## src/rtl/serial_2wire_regaccess.sv

```systemverilog
// serial_2wire_regaccess: register command sequencer feeding a 2-wire
// serial controller; buffers write bytes, streams reads, recovers on NAK.
module serial_2wire_regaccess #(
  parameter int BITS           = 8,
  parameter int MAX_LEN        = 16,
  parameter int LEN_BITS       = $clog2(MAX_LEN + 1),
  parameter int ERR_RST_CYCLES = 4
) (
  input  logic                in_clk,
  input  logic                in_rst,
  input  logic                in_start,
  input  logic                in_read,
  input  logic [6:0]          in_dev_addr,
  input  logic [BITS-1:0]     in_reg_addr,
  input  logic [LEN_BITS-1:0] in_len,
  input  logic [BITS-1:0]     in_wr_data,
  input  logic                in_wr_valid,
  output logic                out_wr_ready,
  output logic [BITS-1:0]     out_rd_data,
  output logic                out_rd_valid,
  output logic                out_busy,
  output logic                out_done,
  output logic                out_err,
  output logic                out_ser_rst,
  output logic                out_ser_enable,
  output logic                out_ser_write,
  output logic [7:0]          out_ser_addr_write,
  output logic [7:0]          out_ser_addr_read,
  output logic [BITS-1:0]     out_ser_parallel,
  input  logic                in_ser_ready,
  input  logic                in_ser_err,
  input  logic                in_ser_next_word,
  input  logic                in_ser_word_finished,
  input  logic [BITS-1:0]     in_ser_parallel
);

  localparam int CW  = LEN_BITS + 1;
  localparam int IDX = (MAX_LEN > 1) ? $clog2(MAX_LEN) : 1;
  localparam int RW  = $clog2(ERR_RST_CYCLES + 1);

  typedef enum logic [2:0] {
    IDLE, LOAD, START, RUN, FINISH, ERR_RST, DONE
  } state_t;

  state_t              state;
  logic                read_q;
  logic [LEN_BITS-1:0] len_q;
  logic [BITS-1:0]     reg_q;
  logic [CW-1:0]       total;
  logic [CW-1:0]       nw_ctr;
  logic [CW-1:0]       wf_ctr;
  logic [LEN_BITS-1:0] wr_ptr;
  logic [RW-1:0]       rst_ctr;
  logic                rst_q;
  logic                nw_d;
  logic                wf_d;
  logic [BITS-1:0]     buffer [MAX_LEN];

  logic          nw_rise;
  logic          wf_rise;
  logic [CW-1:0] nw_next;
  logic [CW-1:0] wf_next;
  logic          buf_we;
  logic          err_hit;

  assign nw_rise = in_ser_next_word & ~nw_d;
  assign wf_rise = in_ser_word_finished & ~wf_d;
  assign nw_next = nw_ctr + CW'(1);
  assign wf_next = wf_ctr + CW'(1);
  assign buf_we  = (state == LOAD) & in_wr_valid
                 & out_wr_ready;
  assign err_hit = in_ser_err &
                   ((state == START) |
                    (state == RUN) |
                    (state == FINISH));

  // controller reset: error recovery pulse, forced while in reset
  assign out_ser_rst = rst_q | ~in_rst;

  // previous controller strobe levels for rising-edge detection
  always_ff @(posedge in_clk or negedge in_rst) begin
    if (!in_rst) begin
      nw_d <= 1'b0;
      wf_d <= 1'b0;
    end else begin
      nw_d <= in_ser_next_word;
      wf_d <= in_ser_word_finished;
    end
  end

  // write byte buffer; contents only meaningful below wr_ptr
  always_ff @(posedge in_clk) begin
    if (buf_we) buffer[wr_ptr[IDX-1:0]] <= in_wr_data;
  end

  // command sequencer with registered outputs
  always_ff @(posedge in_clk or negedge in_rst) begin
    if (!in_rst) begin
      state              <= IDLE;
      read_q             <= 1'b0;
      len_q              <= '0;
      reg_q              <= '0;
      total              <= '0;
      nw_ctr             <= '0;
      wf_ctr             <= '0;
      wr_ptr             <= '0;
      rst_ctr            <= '0;
      rst_q              <= 1'b0;
      out_wr_ready       <= 1'b0;
      out_rd_data        <= '0;
      out_rd_valid       <= 1'b0;
      out_busy           <= 1'b0;
      out_done           <= 1'b0;
      out_err            <= 1'b0;
      out_ser_enable     <= 1'b0;
      out_ser_write      <= 1'b0;
      out_ser_addr_write <= '0;
      out_ser_addr_read  <= '0;
      out_ser_parallel   <= '0;
    end else begin
      out_done     <= 1'b0;
      out_rd_valid <= 1'b0;
      if (err_hit) begin
        state          <= ERR_RST;
        out_ser_enable <= 1'b0;
        rst_q          <= 1'b1;
        rst_ctr        <= '0;
        wr_ptr         <= '0;
      end else begin
        unique case (state)
          IDLE: begin
            if (in_start) begin
              read_q   <= in_read;
              len_q    <= in_len;
              reg_q    <= in_reg_addr;
              total    <= CW'(in_len) + CW'(1);
              nw_ctr   <= '0;
              wf_ctr   <= '0;
              wr_ptr   <= '0;
              out_busy <= 1'b1;
              out_err  <= 1'b0;
              if (in_read && in_len == '0) begin
                state    <= DONE;
                out_done <= 1'b1;
                out_err  <= 1'b1;
              end else begin
                out_ser_addr_write <=
                  {in_dev_addr, 1'b0};
                out_ser_addr_read <=
                  {in_dev_addr, 1'b1};
                out_ser_write    <= ~in_read;
                out_ser_parallel <= in_reg_addr;
                if (!in_read && in_len != '0) begin
                  state        <= LOAD;
                  out_wr_ready <= 1'b1;
                end else begin
                  state <= START;
                end
              end
            end
          end
          LOAD: begin
            if (buf_we) begin
              wr_ptr <= wr_ptr + LEN_BITS'(1);
              if (wr_ptr + LEN_BITS'(1) == len_q) begin
                out_wr_ready <= 1'b0;
                state        <= START;
              end
            end
          end
          START: begin
            out_ser_parallel <= reg_q;
            out_ser_enable   <= 1'b1;
            if (!in_ser_ready) state <= RUN;
          end
          RUN: begin
            if (nw_rise) begin
              nw_ctr <= nw_next;
              if (nw_next == total)
                out_ser_enable <= 1'b0;
            end
            if (wf_rise) begin
              wf_ctr <= wf_next;
              if (!read_q && wf_next <= CW'(len_q))
                out_ser_parallel <=
                  buffer[wf_ctr[IDX-1:0]];
              if (read_q && wf_next >= CW'(2)) begin
                out_rd_data  <= in_ser_parallel;
                out_rd_valid <= 1'b1;
              end
            end
            if (wf_ctr == total) state <= FINISH;
          end
          FINISH: begin
            out_ser_enable <= 1'b0;
            if (in_ser_ready) begin
              state    <= DONE;
              out_done <= 1'b1;
              out_err  <= 1'b0;
            end
          end
          ERR_RST: begin
            if (rst_ctr == RW'(ERR_RST_CYCLES - 1)) begin
              rst_q    <= 1'b0;
              state    <= DONE;
              out_done <= 1'b1;
              out_err  <= 1'b1;
            end else begin
              rst_ctr <= rst_ctr + RW'(1);
            end
          end
          DONE: begin
            state    <= IDLE;
            out_busy <= 1'b0;
          end
          default: state <= IDLE;
        endcase
      end
    end
  end

endmodule

```

## config.mk

```make
export PLATFORM = sky130hd
export DESIGN_NAME = serial_2wire_regaccess
export DESIGN_NICKNAME = d
export VERILOG_FILES = /design/src/rtl/serial_2wire_regaccess.sv
export SDC_FILE = /design/constraint.sdc
export NUM_CORES = 1
export LEC_CHECK = 0
export CORE_ASPECT_RATIO = 1.25
export CORE_MARGIN = 2
export CORE_UTILIZATION = 45
export CTS_BUF_LIST = sky130_fd_sc_hd__clkbuf_16
export CTS_CLUSTER_DIAMETER = 50
export DETAILED_ROUTE_END_ITERATION = 8
export SYNTH_ARGS = -nofsm -noshare
export SYNTH_HDL_FRONTEND = slang
export SYNTH_SLANG_ARGS = --single-unit
```

## constraint.sdc

```tcl
create_clock -name in_clk -period 3.6 [get_ports in_clk]
set_input_delay 1.08 -clock in_clk [delete_from_list [all_inputs] [get_ports in_clk]]
set_output_delay 1.08 -clock in_clk [all_outputs]
set_load 0.02 [all_outputs]
```

Word level (Yosys, flattened, before mapping)
Memories as Yosys holds them, arrays and structs flattened.
Cells that the tools add are included.
W data, S select, Z words.
{"block": "totals", "reg_bits": 84, "mem_bits_rw": 128, "output_inout_bits": 40, "mem_count": 1}
{"block": "op_classes", "addsub": 5, "magnitude_cmp": 2, "n_eq_ne": 30, "n_mux": 59, "bitwise_logic": 14, "n_reduce_logical": 32}
{"memory": "buffer", "words": 16, "word_bits": 8, "rd": 1, "rd_clocked_by_memory_dff": 0, "wr": 1, "line": "57", "rtl": "logic [BITS-1:0] buffer [MAX_LEN];"}
{"operator": "$mux W3", "count": 12}
{"operator": "$mux W8", "count": 4}
{"operator": "$mux W1", "count": 26}
{"operator": "$pmux W6 S2", "count": 2}
{"operator": "$pmux W8 S3", "count": 1}
{"operator": "$mux W6", "count": 3}
{"operator": "$ne A2 B2 Y1 const B", "count": 9}
{"operator": "$ne A3 B3 Y1 const B", "count": 6}
{"operator": "$pmux W3 S6", "count": 1}
{"operator": "$reduce_and A4 Y1", "count": 4}
{"operator": "$mux W5", "count": 3}
{"operator": "$reduce_and A7 Y1", "count": 2}
{"operator": "$add A6 B1 Y6 const B", "count": 2}
{"operator": "$eq A6 B6 Y1", "count": 2}
{"operator": "$reduce_and A3 Y1", "count": 4}
{"operator": "$pmux W5 S2", "count": 1}
{"operator": "$reduce_bool A2 Y1", "count": 5}
{"operator": "$eq A3 B2 Y1 const B", "count": 3}
{"operator": "$eq A3 B3 Y1 const B", "count": 3}
{"operator": "$ne A3 B2 Y1 const B", "count": 3}
{"operator": "$pmux W1 S3", "count": 3}
{"operator": "$reduce_bool A3 Y1", "count": 3}
{"operator": "$add A5 B1 Y6 const B", "count": 1}
{"operator": "$ge A6 B2 Y1 const B", "count": 1}
{"operator": "20 further kinds", "count": 38}

Depth between registers and ports, before layout
Gate-level depths: netlist of the first run.
{"block": "logic_depth", "depth_word": 7, "ltp_mapped": 11, "mapped_depth_nobuf": 10}

Worst setup path before layout of the first run
Ideal clock, no wire load.
{"block": "synth_timing", "path_kind": "input to register", "from": "in in_len[0]", "to": "reg out_ser_parallel[1]", "setup_time_ns": 0.125, "t_arrival_ns": 2.399, "t_required_ns": 3.475, "setup_slack_ns": 1.076, "path_stages": 7, "cell_sequence": "inv_1 > ha_1 > nor4b_4 > a21oi_1 > o21a_1 > nand3_1 > mux2_2"}
{"block": "synth_between", "elab_chain_len": 4}
{"item": "start, declared", "line": "15", "rtl": "input logic [LEN_BITS-1:0] in_len,"}
{"item": "$logic_not A5 Y1", "line": "142", "rtl": "if (in_read && in_len == '0) begin"}
{"item": "$logic_and A1 B1 Y1", "line": "142"}
{"item": "$ne A2 B2 Y1 (no line)"}
{"item": "$reduce_and A6 Y1 (no line)"}
{"item": "end signal, assigned", "line": "152", "rtl": "out_ser_parallel <= in_reg_addr;"}
{"item": "end signal, assigned", "line": "172", "rtl": "out_ser_parallel <= reg_q;"}
{"item": "end signal, assigned", "line": "185", "rtl": "out_ser_parallel <="}
{"item": "end, declared", "line": "29", "rtl": "output logic [BITS-1:0] out_ser_parallel,"}
Every way passes these cells.
A chain may end at the register's enable or synchronous reset.

Final worst setup path of the first run
{"block": "layout_timing", "from": "in in_rst", "to": "out out_ser_rst"}
{"block": "layout_between", "elab_chain_len": 2}
{"item": "start, declared", "line": "10", "rtl": "input logic in_rst,"}
{"item": "$not A1 Y1", "line": "78", "rtl": "assign out_ser_rst = rst_q | ~in_rst;"}
{"item": "$or A1 B1 Y1", "line": "78"}
{"item": "end, declared", "line": "24", "rtl": "output logic out_ser_rst,"}
Every way passes these cells.

==> results_dict.tcl, run 1 <==
set metrics [dict create \
    cp-start-kind "primary input" \
    tns_ns 0 \
    syn-cell-area_um2 9420 \
    fin_crit_sh 0.816 \
    syn_nets 772 \
    antenna_left 0 \
    io_buffers 83 \
    antenna_cells 0 \
    dr.pass1.iters 5 \
    avgViaCountPerCell 5.53 \
    dp_hpwl_um 15100 \
    seqCellArea_um2 5770 \
    grt_pass1_wl_um 34500 \
    async_flop_share 0.376 \
    wl_per_cell_um 20.0 \
    period_needed_ns 2.94 \
    max_slew.worst_pin.slew_ns 0.999 \
    grt_pass1_vias 6365 \
    antenna_found_initial 0 \
    finalHoldViolations 0 \
    fp.dieW_um 133 \
    maxSlewHeadroom 0.334 \
    synth_edf_count 128 \
    cts_setup_buffers 0 \
    grt_max_degree 78 \
    critPathRequiredTime_ns 2.52 \
    clkTransAtPathRegs_ns 0.06 \
    cts_resized 0 \
    cts_hold_buffers 0 \
    synthToLayoutAreaGrowth_pct 20.3 \
    slew_viol_final 0 \
    remaining_drc_errors 0 \
    drt-initial-drc-count 417 \
    grt_usage 0.199 \
    drive_above_1_share 0.158 \
    hold_path_class "reg -> reg" \
    multiInputGateArea_um2 3300 \
    clkLatencyLatePin_ns 0.52 \
    critical_path_class "in -> out" \
    gp_congestion 0.835 \
    status "finished, final reports clean" \
    cts_tree "done" \
    wl_um 21700 \
    gr-total-overflow 0 \
    synth.ff_latch_count 205 \
    fillers 1694 \
    ioPinCount 85 \
    worstPathArrival_ns 1.86 \
    core-area_um2 20700 \
    power.density_nw_per_um2 729 \
    clock_sinks 205 \
    clockBufferDepth 3 \
    cts_buffers 25 \
    htree_levels 1 \
    fmax_mhz 340 \
    synth-seq-area-share 0.613 \
    row_count 59 \
    syn_avg_cell_area_um2 13.2 \
    rsz0062_at_grt "false" \
    start_util 0.456 \
    nNetsFinal 853 \
    drv_cap 0 \
    ys.flop_type "edfxtp_1" \
    die_h_um 166 \
    fp.dieArea_um2 22100 \
    end_kind "primary output" \
    irDropWorstVdd_mv 0.463 \
    total_power_mw 8.26 \
    synthCells 711 \
    clock_skew_ns 0.0168 \
    vias 6004 \
    clockRootBuffer "clkbuf_16" \
    cp_max_fo 2 \
    synth.distinct_cells 65 \
    setup_violations 0 \
    yosysWarningCount 0 \
    p_leak_nw 4.19 \
]
power by group:
group	internal (mW)	switching (mW)
clock network	1.60	1.05
registers	2.82	0.274
logic	1.15	1.37
total	5.56	2.70
worst max-delay path, stage by stage:
cell and delay [ns]:
buf_4 0.12, nand2b_1 0.06, clkdlybuf4s50_1 0.60
layer usage:
layer,global-route usage,share of wire,vias to the layer above
li1,-,-,2826
met1,0.247,0.41,2981
met2,0.355,0.52,149
met3,0.0312,0.042,48
met4,0.0629,0.027,0
met5,0,0,-
final cells by class:
| type | count | area share |
|---|---|---|
| well taps | 274 | 0.0303 |
| inverters | 25 | 0.00828 |
| repair buffers | 98 | 0.0830 |
| multi-input cells | 437 | 0.291 |
| clock inverters | 21 | 0.0230 |
| clock buffers | 25 | 0.0552 |
| flip-flops and latches | 205 | 0.509 |
cell usage in the layout (no fill, tap or decap), types with 6 or more instances in the layout:
master           count
a21oi_1             17
a31oi_1             11
and2_1              14
and3_1               9
buf_4               16
clkbuf_16           25
clkdlybuf4s50_1     82
dfrtp_1             76
edfxtp_1           128
ha_1                16
inv_1               25
mux2_2              35
mux2_4               8
mux2i_1              7
mux4_2              15
nand2_1             48
nand2b_1            13
nand3_1             19
nor2_1              28
nor2b_1              6
nor3_1              12
nor4_1               8
o211ai_1             7
o21ai_0             59
o22ai_1             19
o31ai_1              6
xnor2_1              7
xor2_1              16
flip-flops by register name, indices dropped and copies added (netlist names), 5 cells and up:
name,count
buffer,128
len_q,5
nw_ctr,6
out_rd_data,8
out_ser_addr_read,8
out_ser_parallel,8
reg_q,8
total,6
wf_ctr,6
wr_ptr,5
per-stage QoR:
stage / hold slack, ns / utilization / cells / instance area (um2) / setup slack, ns
after floorplan: 0.447 / - / 711 / 9420 / 1.08
after global placement: 0.454 / 0.505 / 1039 / 10400 / 0.311
after detailed placement: 0.469 / 0.505 / 1039 / 10400 / 0.251
after CTS: 0.484 / 0.548 / 1085 / 11300 / 0.649
after global routing: 0.516 / 0.548 / 1085 / 11300 / 0.504
final: 0.485 / 0.548 / 1085 / 11300 / 0.662
final timing paths:
check | startpoint | endpoint | slack [ns] | cells after the start
max | in_rst | out_ser_rst | 0.66 | 3
min | reg_q[1] | reg_q[1] | 0.49 | 2
max in group asynchronous | in_rst | wf_ctr[0] | 2.07 | 2
min in group asynchronous | in_rst | out_ser_addr_read[6] | 0.83 | 2
max reg2reg | wf_ctr[1] | out_ser_parallel[1] | 0.68 | 10
min reg2reg | reg_q[1] | reg_q[1] | 0.49 | 2
synth_stat cells (all sizes together), types with 12 or more instances:
cell / number / area share
buf: 29 / 0.021
edfxtp: 128 / 0.41
ha: 16 / 0.021
nand3: 20 / 0.011
clkbuf: 15 / 0.0060
mux2: 43 / 0.055
xor2: 17 / 0.017
nand2b: 13 / 0.0086
nand2: 49 / 0.020
and2: 15 / 0.010
dfrtp: 77 / 0.20
inv: 25 / 0.010
nor3: 12 / 0.0064
a21oi: 18 / 0.010
o22ai: 19 / 0.013
o21ai: 63 / 0.033
nor2: 28 / 0.011
mux4: 19 / 0.047
logic make-up after synthesis:
kind of cell / Yosys count / share of synthesized area
flip-flops: 205 / 0.613
AO/OA/AOI/OAI: 147 / 0.0950
XOR/XNOR: 25 / 0.0255
AND/OR/NAND/NOR: 179 / 0.0987
other: 1 / 0.000398
multiplexers: 69 / 0.109
buffers and inverters: 69 / 0.0371
adder cells (fa/ha/maj): 16 / 0.0213
(Power assumes the default switching activity.)
==> inputs of run 2 (changes only) <==
PLACE_DENSITY = 0.67   (was default)
clock period = 2.62 ns   (was 3.6 ns; I/O delays follow)
==> run 2 against run 1 <==
Against the previous run:
- via count is 5.3% higher
- hold slack worse by 0.012 ns
- worst setup slack worse by 0.64 ns
==> results_dict.tcl, run 2 (same netlist as run 1, synthesis figures left out) <==
set metrics [dict create \
    clock_sinks 205 \
    critPathBufInv 1 \
    wl_per_cell_um 19.3 \
    irDropWorstVdd_mv 0.608 \
    row_count 59 \
    cts_tree "done" \
    min_delay_path_depth 1 \
    maxSlewHeadroom 0.340 \
    cp-start-kind "flop" \
    antenna_left 0 \
    ioPinCount 85 \
    dr.pass1.iters 5 \
    max_slew.worst_pin.slew_ns 0.989 \
    vias 6320 \
    setup_violations 0 \
    total_power_mw 11.1 \
    r2r_setup_slack_ns 0.02 \
    period_needed_ns 2.60 \
    critical_path_class "reg -> reg" \
    nNetsFinal 892 \
    power.density_nw_per_um2 945 \
    fin_crit_sh 0.993 \
    io_buffers 83 \
    final_cell_mix "edfxtp_1 (128), clkdlybuf4s50_1 (82), dfrtp_1 (76)" \
    clock_skew_ns 0.0135 \
    holdPathEnd "out_ser_addr_read[0]" \
    gp_congestion 0.880 \
    path_cells "ha_1 -> nand3_1 -> xor2_2 -> inv_1 -> ha_1 -> a211o_1 -> o21ai_1 -> nand3_1 -> mux2_2" \
    clkTransAtPathRegs_ns 0.06 \
    grt_usage 0.197 \
    gr-total-overflow 0 \
    fp.dieArea_um2 22100 \
    clockRootBuffer "clkbuf_16" \
    synthToLayoutAreaGrowth_pct 24.8 \
    cts_buffers 24 \
    cp_max_fo 4 \
    largest_reg_flops 128 \
    worstReg2RegStart "wf_ctr[0]" \
    status "finished, final reports clean" \
    clockBufferDepth 3 \
    core-area_um2 20700 \
    fp.dieW_um 133 \
    worstPathArrival_ns 3.01 \
    layout_setup_ws_ns 0.0181 \
    cp_slowest_cell "dfrtp_2" \
    avgViaCountPerCell 5.63 \
    preCtsSetupSlack_ns -0.146 \
    antenna_cells 0 \
    fmax_mhz 384 \
    drive_above_1_share 0.200 \
    grt_max_degree 78 \
    worstRegToRegCells 9 \
    antenna_found_initial 0 \
    r2r-end "out_ser_parallel[2]" \
    grt_pass1_vias 6409 \
    end_kind "flop" \
    cts_hold_buffers 0 \
    start_util 0.456 \
    slew_viol_final 0 \
    critPathRequiredTime_ns 3.02 \
    hold_path_class "reg -> reg" \
    grt_pass1_wl_um 34800 \
    dp_hpwl_um 15200 \
    drt-initial-drc-count 412 \
    path_delay_family "compound AO/OA/AOI/OAI gates" \
    max_stage_delay_ns 0.42 \
    place_inst 1079 \
    die_h_um 166 \
    htree_levels 1 \
    hp-start "out_ser_addr_read[0]" \
    p_leak_nw 4.39 \
    remaining_drc_errors 0 \
    final_common_cell "edfxtp_1" \
    wl_um 21700 \
    finalHoldViolations 0 \
    fin_cells 1123 \
    drv_cap 0 \
    clkLatencyLatePin_ns 0.52 \
]
run 2: per-stage QoR:
step	TNS (ns)	hold slack (ns)	util	cell area [um2]
after floorplan	0	0.447	-	9420
after global placement	-0.125	0.459	0.528	10900
after detailed placement	-1.15	0.464	0.528	10900
after CTS	0	0.479	0.565	11700
after global routing	-0.252	0.489	0.568	11700
final	0	0.473	0.568	11700
run 2: repair_timing:
| item | CTS | global route |
|---|---|---|
| setup buffers | 0 | 0 |
| endpoints found under the setup margin | 0 | 8 |
| gates resized for setup | 0 | 10 |
run 2: per-layer routing:
layer / track usage / wire, um
met1: 0.254 / 9010
met2: 0.340 / 10900
met3: 0.0315 / 1150
met4: 0.0629 / 651
met5: 0 / 0
run 2: how the worst max path moves through the flow:
stage                     depth (start not counted)      start                  end  slack [ns]
after global placement                            9  in_len[0]             state[1]       -0.05
after detailed placement                          9  in_len[0]  out_ser_parallel[0]       -0.15
after global routing                              9  wf_ctr[1]  out_ser_parallel[0]       -0.05
final                                             9  wf_ctr[0]  out_ser_parallel[2]        0.02
after CTS                                         9  wf_ctr[0]  out_ser_parallel[0]        0.05
after floorplan                                   9  wf_ctr[0]  out_ser_parallel[1]        0.14
run 2: cell type report:
class / count / area, um2
Inverter: 25 / 93.8
Clock buffer: 24 / 601
Timing Repair Buffer: 138 / 1420
Tap cell: 274 / 343
Multi-Input combinational cell: 437 / 3350
Clock inverter: 20 / 166
Fill cell: 1659 / 8920
Sequential cell: 205 / 5770
run 2: where the power goes:
part           switching (mW)  leakage, nW  internal (mW)
Clock                    1.37        0.373           1.81
Sequential              0.376         2.12           3.87
Combinational            1.95         1.90           1.73
Total                    3.69         4.39           7.41
run 2: worst reg2reg max path, cell delays in order, from the launching register on:
cell and delay [ns]:
dfrtp_2 0.42, ha_1 0.27, nand3_1 0.14, xor2_2 0.18, inv_1 0.07, ha_1 0.31
a211o_1 0.33, o21ai_1 0.30, nand3_1 0.17, mux2_2 0.31
